==> src/rtl/aes_wrap_pkg.sv <==
// Shared definitions for the AES word/block adapters: word geometry, packer
// FSM state type and a byte-reversal helper.
package aes_wrap_pkg;

  localparam int WordW      = 32;
  localparam int BlockWords = 4;
  localparam int BlockW     = WordW * BlockWords;

  typedef enum logic [1:0] {
    FILL  = 2'd0,
    REQ   = 2'd1,
    WAIT  = 2'd2,
    DRAIN = 2'd3
  } packer_state_e;

  function automatic logic [WordW-1:0] byte_reverse(input logic [WordW-1:0] w);
    logic [WordW-1:0] r;
    r = '0;
    for (int b = 0; b < WordW / 8; b++) begin
      r[8*b +: 8] = w[WordW-8-8*b +: 8];
    end
    return r;
  endfunction

endpackage

==> src/rtl/aes_word_swap.sv <==
// Combinational byte reversal of one 32-bit word (byte 0 <-> byte 3,
// byte 1 <-> byte 2).
module aes_word_swap
  import aes_wrap_pkg::*;
(
  input  logic [WordW-1:0] data_i,
  output logic [WordW-1:0] data_o
);

  assign data_o = byte_reverse(data_i);

endmodule

==> src/rtl/aes_block_packer.sv <==
// Packs four 32-bit words into one 128-bit AES state, hands it to the cipher
// core, and drains the 128-bit result back out as four words. Single block in
// flight. Optional AES_BLOCK_PACKER_BYTESWAP_EN byte-reverses every word on
// the way in and on the way out.
module aes_block_packer
  import aes_wrap_pkg::*;
(
  input  logic                clk_i,
  input  logic                rst_i,
  input  logic                in_valid_i,
  output logic                in_ready_o,
  input  logic [WordW-1:0]    in_data_i,
  input  logic [1:0]          in_op_i,
  output logic                crypt_valid_o,
  input  logic                crypt_ack_i,
  output logic [BlockW-1:0]   crypt_data_o,
  output logic [1:0]          crypt_op_o,
  input  logic                res_valid_i,
  output logic                res_ack_o,
  input  logic [BlockW-1:0]   res_data_i,
  output logic                out_valid_o,
  input  logic                out_ready_i,
  output logic [WordW-1:0]    out_data_o,
  output logic                busy_o,
  output packer_state_e       state_o
);

  // Handshakes: a transfer happens on a rising edge where the sender's valid
  // and the receiver's ready/ack are both high. Every ready/ack/valid output
  // here is decoded from registers only, never from an input.

  localparam logic [1:0] LastWord = 2'(BlockWords - 1);

  packer_state_e                      state_q, state_d;
  logic [1:0]                         cnt_q;
  logic [1:0]                         op_q;
  logic [BlockWords-1:0][WordW-1:0]   data_q;
  logic [WordW-1:0]                   in_word;
  logic [WordW-1:0]                   out_word;

`ifdef AES_BLOCK_PACKER_BYTESWAP_EN
  aes_word_swap u_in_swap (
    .data_i (in_data_i),
    .data_o (in_word)
  );

  aes_word_swap u_out_swap (
    .data_i (data_q[cnt_q]),
    .data_o (out_word)
  );
`else
  assign in_word  = in_data_i;
  assign out_word = data_q[cnt_q];
`endif

  always_ff @(posedge clk_i) begin
    if (rst_i) begin
      state_q <= FILL;
    end else begin
      state_q <= state_d;
    end
  end

  always_comb begin
    state_d       = state_q;
    in_ready_o    = 1'b0;
    crypt_valid_o = 1'b0;
    res_ack_o     = 1'b0;
    out_valid_o   = 1'b0;
    case (state_q)
      FILL: begin
        in_ready_o = 1'b1;
        if (in_valid_i && cnt_q == LastWord) state_d = REQ;
      end
      REQ: begin
        crypt_valid_o = 1'b1;
        if (crypt_ack_i) state_d = WAIT;
      end
      WAIT: begin
        res_ack_o = 1'b1;
        if (res_valid_i) state_d = DRAIN;
      end
      DRAIN: begin
        out_valid_o = 1'b1;
        if (out_ready_i && cnt_q == LastWord) state_d = FILL;
      end
      default: state_d = FILL;
    endcase
  end

  // One register holds the plaintext while filling and the result while
  // draining; the count is shared by both phases and wraps back to 0.
  always_ff @(posedge clk_i) begin
    if (rst_i) begin
      cnt_q  <= '0;
      op_q   <= '0;
      data_q <= '0;
    end else begin
      case (state_q)
        FILL: begin
          if (in_valid_i) begin
            data_q[cnt_q] <= in_word;
            if (cnt_q == 2'd0) op_q <= in_op_i;
            cnt_q <= cnt_q + 2'd1;
          end
        end
        WAIT: begin
          if (res_valid_i) data_q <= res_data_i;
        end
        DRAIN: begin
          if (out_ready_i) cnt_q <= cnt_q + 2'd1;
        end
        default: ;
      endcase
    end
  end

  assign crypt_data_o = data_q;
  assign crypt_op_o   = op_q;
  assign out_data_o   = (state_q == DRAIN) ? out_word : '0;
  assign busy_o       = !(state_q == FILL && cnt_q == 2'd0);
  assign state_o      = state_q;

endmodule

==> config.mk <==
export PLATFORM = sky130hd
export DESIGN_NAME = aes_block_packer
export DESIGN_NICKNAME = d
export VERILOG_FILES = /design/src/rtl/aes_wrap_pkg.sv /design/src/rtl/aes_word_swap.sv /design/src/rtl/aes_block_packer.sv
export SDC_FILE = /design/constraint.sdc
export NUM_CORES = 1
export LEC_CHECK = 0
export CAP_MARGIN = 20
export CELL_PAD_IN_SITES_DETAIL_PLACEMENT = 1
export CELL_PAD_IN_SITES_GLOBAL_PLACEMENT = 1
export CORE_ASPECT_RATIO = 1.5
export CORE_MARGIN = 3
export CORE_UTILIZATION = 34
export CTS_CLUSTER_DIAMETER = 50
export DETAILED_ROUTE_END_ITERATION = 16
export PLACE_DENSITY = 0.82
export SLEW_MARGIN = 10
export SYNTH_ARGS = -nofsm -noshare
export SYNTH_HDL_FRONTEND = slang
export SYNTH_SLANG_ARGS = --single-unit
==> constraint.sdc <==
create_clock -name clk_i -period 2.4 [get_ports clk_i]
set_clock_uncertainty 0.15 [all_clocks]
set_input_delay 0.36 -clock clk_i [delete_from_list [all_inputs] [get_ports clk_i]]
set_output_delay 0.36 -clock clk_i [all_outputs]
set_load 0.05 [all_outputs]
==> impl_metrics.py, run 1 <==
metrics = {
    "worst_setup_path": {
        "critPathLaunchType": "flip-flop",
        "crit_path_frequent_cell": "buf_6",
        "cp_max_fo": 8,
        "reg2reg_depth": 8,
        "path_class": "reg -> out",
        "crit_slowest_cell": "mux4_2",
        "r2r_slack_ns": 0.21,
        "crit_chain": "buf_6 > buf_16 > mux4_2 > and2_4 > buf_6",
        "crit_arrival_ns": 1.95,
        "r2r-end": "crypt_data_o[91]",
        "path_delay_family": "multiplexers",
        "r2r-start": "cnt_q[1]",
        "critPathRequiredTime_ns": 1.89,
        "critPathMaxStageDelay_ns": 0.52,
        "end_kind": "primary output",
        "path_buf_inv": 3,
    },
    "synth": {
        "synth_seq_area_share": 0.305,
        "synthesis.nets": 958,
        "synthCells": 782,
        "synth_cell_types": 32,
        "syn-cell-area_um2": 8800,
        "postSynthAreaPerCell_um2": 11.3,
        "yosys-top-cells-area": "dfxtp_1 30%, a211oi_2 24%, a22oi_1 11%, mux4_2 8.2%, a211oi_1 7.7%",
        "synth-edff-count": 0,
        "synthArstFlopShare": 0,
        "synth-main-ff-cell": "dfxtp_1",
        "synth_top_area_cell": "dfxtp_1",
        "synth_seq_cells": 134,
        "yosys.area.top_type_share": 0.305,
        "yosys_warnings": 0,
    },
    "hold_path": {
        "hp-class": "in -> reg",
        "hold_start": "rst_i",
        "holdPathEnd": "crypt_op_o[0]",
        "hold-path-cell-count": 2,
    },
    "clocking": {
        "cts.htree.levels": 4,
        "clockBufferDepth": 2,
        "cts_buffers": 17,
        "cts.sinks": 134,
        "cts_hold_repair.buffers": 0,
        "cts.clk_slew.worst_paths_ns": 0.05,
        "clkLatencyLatePin_ns": 0.42,
        "cts_root_buf": "clkbuf_16",
        "cts_tree": "built",
    },
    "timing": {
        "slew_violations": 0,
        "fmax_ghz": 0.406,
        "fin_ws_ns": -0.0630,
        "slew-limit-headroom": 0.592,
        "fin_crit_ns": 2.46,
        "tightest_slew_ns": 0.613,
        "finalSetupViolCount": 20,
        "rsz0062_at_grt": "yes",
        "holdWs_ns": 0.236,
        "hold_violations": 0,
        "min_period_over_period": 1.03,
    },
    "grt": {
        "grt_max_degree": 120,
        "overflow": 0,
        "grt_pass1_wl_um": 58000,
        "grt_pass1_vias": 9293,
        "track_usage": 0.274,
        "grt_antenna_before_repair": 3,
    },
    "pwr": {
        "ir_drop_mv": 0.559,
        "p_per_area_nw_per_um2": 1070,
        "power.leakage_nw": 4.24,
    },
    "status": {
        "violations": "setup timing",
        "status": "complete, but fails checks",
    },
    "layout": {
        "fin_util": 0.524,
        "layout_commonest_cell": "clkdlybuf4s50_1",
        "final_cell_mix": "298 x clkdlybuf4s50_1, 167 x a211oi_2, 130 x dfxtp_1",
        "area_delta_synth_final_pct": 50.8,
        "fin_area_um2": 13300,
        "final_layout_size_suffix_gt1_frac": 0.337,
        "nets": 1242,
        "num-fill-cells": 2656,
    },
    "place": {
        "place_area_um2": 12200,
        "gp_congestion": 0.814,
        "dp_worst_setup_slack_ns": 0.154,
        "portBuffers": 336,
        "dp_hpwl_um": 25400,
    },
    "drt": {
        "vias": 8496,
        "drt-total-wl_um": 39100,
        "drcViolationCount": 0,
        "viasPerCell": 6.03,
        "drt_iter0_drc": 698,
        "wl_per_cell_um": 27.7,
        "first_pass_iters": 5,
        "ant_nets": 0,
    },
    "floorplan": {
        "initial_core_util": 0.348,
        "dieHeight_um": 203,
        "fp.dieArea_um2": 27900,
        "placementRows": 71,
        "die_x_um": 137,
        "ios": 337,
        "core_um2": 25300,
    },
    "run": {
        "cap_violations": 0,
    },
}
## cell usage after synthesis (8+ instances only)
cell        n
a211oi_1   90
a211oi_2  167
a22oi_1   128
and2_1     33
and2b_1    13
buf_2      39
buf_4      15
buf_6      37
clkbuf_1   25
dfxtp_1   134
ha_1        8
mux4_2     32
nor2b_1    24
## power breakdown
group / total, mW / switching, mW / internal [mW]
logic: 8.06 / 4.93 / 3.13
registers: 3.28 / 0.531 / 2.75
clock network: 2.80 / 1.01 / 1.79
total: 14.1 / 6.48 / 7.67
## area by class of cell
type / count / area [µm²] / area share
diodes: 3 / 7.51 / 0.000565
clock inverters: 9 / 149 / 0.0112
repair buffers: 385 / 4160 / 0.313
clock buffers: 23 / 468 / 0.0352
flip-flops and latches: 134 / 2690 / 0.203
well taps: 328 / 410 / 0.0309
multi-input cells: 524 / 5370 / 0.405
inverters: 4 / 15.0 / 0.00113
## registers in the layout, summed over array words and instances (netlist names)
signal / flops
state_o: 2
cnt_q: 2
crypt_data_o: 128
crypt_op_o: 2
## kinds of logic (layout without fill, tap and decap cells)
family	count (synthesis)	count (layout)	synth area share
buffers and inverters	124	421	0.100
and+or+nand+nor	84	84	0.0621
AOI/OAI and AO/OA	396	396	0.435
other	0	3	0
adders and majority gates	8	8	0.0114
DFF	134	134	0.305
muxes	36	36	0.0864
## per-layer routing
| layer | global-route usage | vias up | wire [µm] |
|---|---|---|---|
| met5 | 0 | - | 0 |
| met4 | 0.131 | 0 | 1570 |
| met3 | 0.0585 | 83 | 2280 |
| met2 | 0.471 | 363 | 20600 |
| met1 | 0.317 | 4313 | 14700 |
| li1 | - | 3737 | - |
## through the flow
stage,setup TNS [ns],power [mW],cells
CTS,-1.37,14.1,1406
finish,-0.554,14.1,1410
floorplan,0,8.58,782
global route,-2.43,14.7,1410
global placement,0,10.8,1365
detailed placement,0,11.0,1365
## worst max-delay path by stage
stage,startpoint,to,slack (ns),cells past startpoint
floorplan,state_o[1],out_data_o[10],0.04,4
finish,cnt_q[1],out_data_o[12],-0.06,5
global route,cnt_q[1],out_data_o[6],-0.12,5
detailed placement,in_valid_i,crypt_data_o[8],0.15,4
global placement,in_valid_i,crypt_data_o[68],0.21,5
CTS,cnt_q[1],out_data_o[6],-0.08,5
## repair_timing
action                     CTS  global route
gates cloned                 5             1
setup buffers                5             0
gates resized for setup     75             5
setup endpoints to repair   33            33
No activity file was read; power rests on OpenSTA's default activity.
==> inputs of run 2 (changes only) <==
- PLACE_DENSITY: 0.82 -> 0.9
- SLEW_MARGIN: 10 -> not set
==> run 2 against run 1 <==
The flow still finishes with violations (setup timing). Register-to-register slack got worse by 0.06 ns. Clock power increased by 2%. Core utilization down 0.41 points. Critical path depth is 1 lower. Cell count down 0.50%. Final area fell by 0.78%. Flip-flop and latch count unchanged. Critical path type unchanged. Largest power group unchanged. Highest routed layer unchanged.
==> impl_metrics.py, run 2 (same netlist as run 1, synthesis figures left out) <==
metrics = {
    "worst_setup_path": {
        "crit_arrival_ns": 1.92,
        "r2r-end": "crypt_data_o[12]",
        "reg2reg_depth": 6,
        "critPathRequiredTime_ns": 1.89,
        "end_kind": "primary output",
        "setup.worst_path.end": "out_data_o[12]",
        "path_class": "reg -> out",
        "crit_start": "cnt_q[1]",
        "cp_max_fo": 10,
        "critPathLaunchType": "flip-flop",
        "r2r-start": "state_o[0]",
        "r2r_slack_ns": 0.15,
    },
    "place": {
        "dp_hpwl_um": 26900,
        "place_area_um2": 12300,
        "gp_congestion": 0.834,
        "dp_cells": 1364,
        "portBuffers": 336,
        "dp_worst_setup_slack_ns": 0.0285,
    },
    "drt": {
        "first_pass_iters": 5,
        "ant_nets": 0,
        "viasPerCell": 6.18,
        "drt-total-wl_um": 39700,
        "drcViolationCount": 0,
        "drt_iter0_drc": 510,
        "wl_per_cell_um": 28.3,
        "vias": 8673,
    },
    "clocking": {
        "cts_hold_repair.buffers": 0,
        "cts_tree": "built",
        "cts_buffers": 17,
        "cts.sinks": 134,
        "clkLatencyLatePin_ns": 0.43,
        "clockBufferDepth": 2,
        "cts_root_buf": "clkbuf_16",
        "cts.htree.levels": 4,
        "cts.clk_slew.worst_paths_ns": 0.06,
    },
    "floorplan": {
        "core_um2": 25300,
        "dieHeight_um": 203,
        "placementRows": 71,
        "ios": 337,
        "fp.dieArea_um2": 27900,
        "initial_core_util": 0.348,
        "die_x_um": 137,
    },
    "status": {
        "violations": "setup timing",
        "status": "complete, but fails checks",
    },
    "layout": {
        "fin_area_um2": 13200,
        "largest_register_ffs": 128,
        "nets": 1235,
        "final_layout_size_suffix_gt1_frac": 0.333,
        "layout_commonest_cell": "clkdlybuf4s50_1",
        "area_delta_synth_final_pct": 49.6,
        "instances_no_fill": 1403,
        "final_cell_mix": "297 x clkdlybuf4s50_1, 167 x a211oi_2, 130 x dfxtp_1",
    },
    "timing": {
        "slew_violations": 0,
        "tightest_slew_ns": 0.646,
        "holdWs_ns": 0.244,
        "tns_ns": -0.332,
        "fin_ws_ns": -0.0306,
        "hold_violations": 0,
        "min_period_over_period": 1.01,
        "slew-limit-headroom": 0.569,
        "fmax_ghz": 0.411,
        "rsz0062_at_grt": "yes",
        "fin_crit_ns": 2.43,
        "finalSetupViolCount": 24,
    },
    "pwr": {
        "p_per_area_nw_per_um2": 1070,
        "power.leakage_nw": 4.19,
        "ir_drop_mv": 0.692,
    },
    "grt": {
        "track_usage": 0.278,
        "grt_max_degree": 77,
        "overflow": 0,
        "grt_pass1_wl_um": 58900,
        "grt_antenna_before_repair": 3,
        "grt_pass1_vias": 9630,
    },
    "hold_path": {
        "hp-class": "in -> reg",
    },
    "run": {
        "cap_violations": 0,
    },
}
## run 2: critical path, stage by stage (launching register included)
cell     delay (ns)
dfxtp_4        0.43
buf_12         0.20
mux4_2         0.53
and2_4         0.18
buf_8          0.14
## run 2: how the worst min path moves through the flow
stage / slack (ns) / end / cells after the start / startpoint
global placement: 0.34 / crypt_op_o[0] / 2 / crypt_op_o[0]
global route: 0.24 / crypt_data_o[127] / 2 / rst_i
detailed placement: 0.35 / crypt_op_o[1] / 2 / crypt_op_o[1]
CTS: 0.23 / crypt_data_o[2] / 2 / rst_i
floorplan: 0.35 / crypt_op_o[0] / 2 / in_op_i[0]
finish: 0.24 / crypt_data_o[98] / 2 / rst_i
## run 2: where the power goes
group          internal, mW  switching, mW
Combinational          2.97           4.93
Sequential             2.75          0.555
Clock                  1.82           1.03
Total                  7.54           6.52
## run 2: routing by layer
layer / GRT usage / part of all wire / up-vias
met3: 0.0563 / 0.054 / 116
met4: 0.162 / 0.050 / 0
met5: 0 / 0 / -
li1: - / - / 3723
met1: 0.306 / 0.37 / 4436
met2: 0.484 / 0.53 / 398
## run 2: final cells by class
cell class	instances	area [µm²]
multi-input cells	524	5360
fillers	2619	12100
well taps	328	410
flip-flops and latches	134	2690
inverters	4	15.0
clock inverters	8	145
repair buffers	378	4060
diodes	3	7.51
clock buffers	24	482
## run 2: repair_timing
item	CTS	global route
buffers inserted	3	0
endpoints found under the setup margin	30	36
cloned	1	0
resized for setup	53	8
## run 2: metrics by stage
step                      total power [mW]  utilization
final                                 14.1        0.520
after CTS                             14.1        0.519
after global placement                10.8        0.486
after global routing                  14.6        0.520
after detailed placement              11.1        0.486
after floorplan                       8.58            -
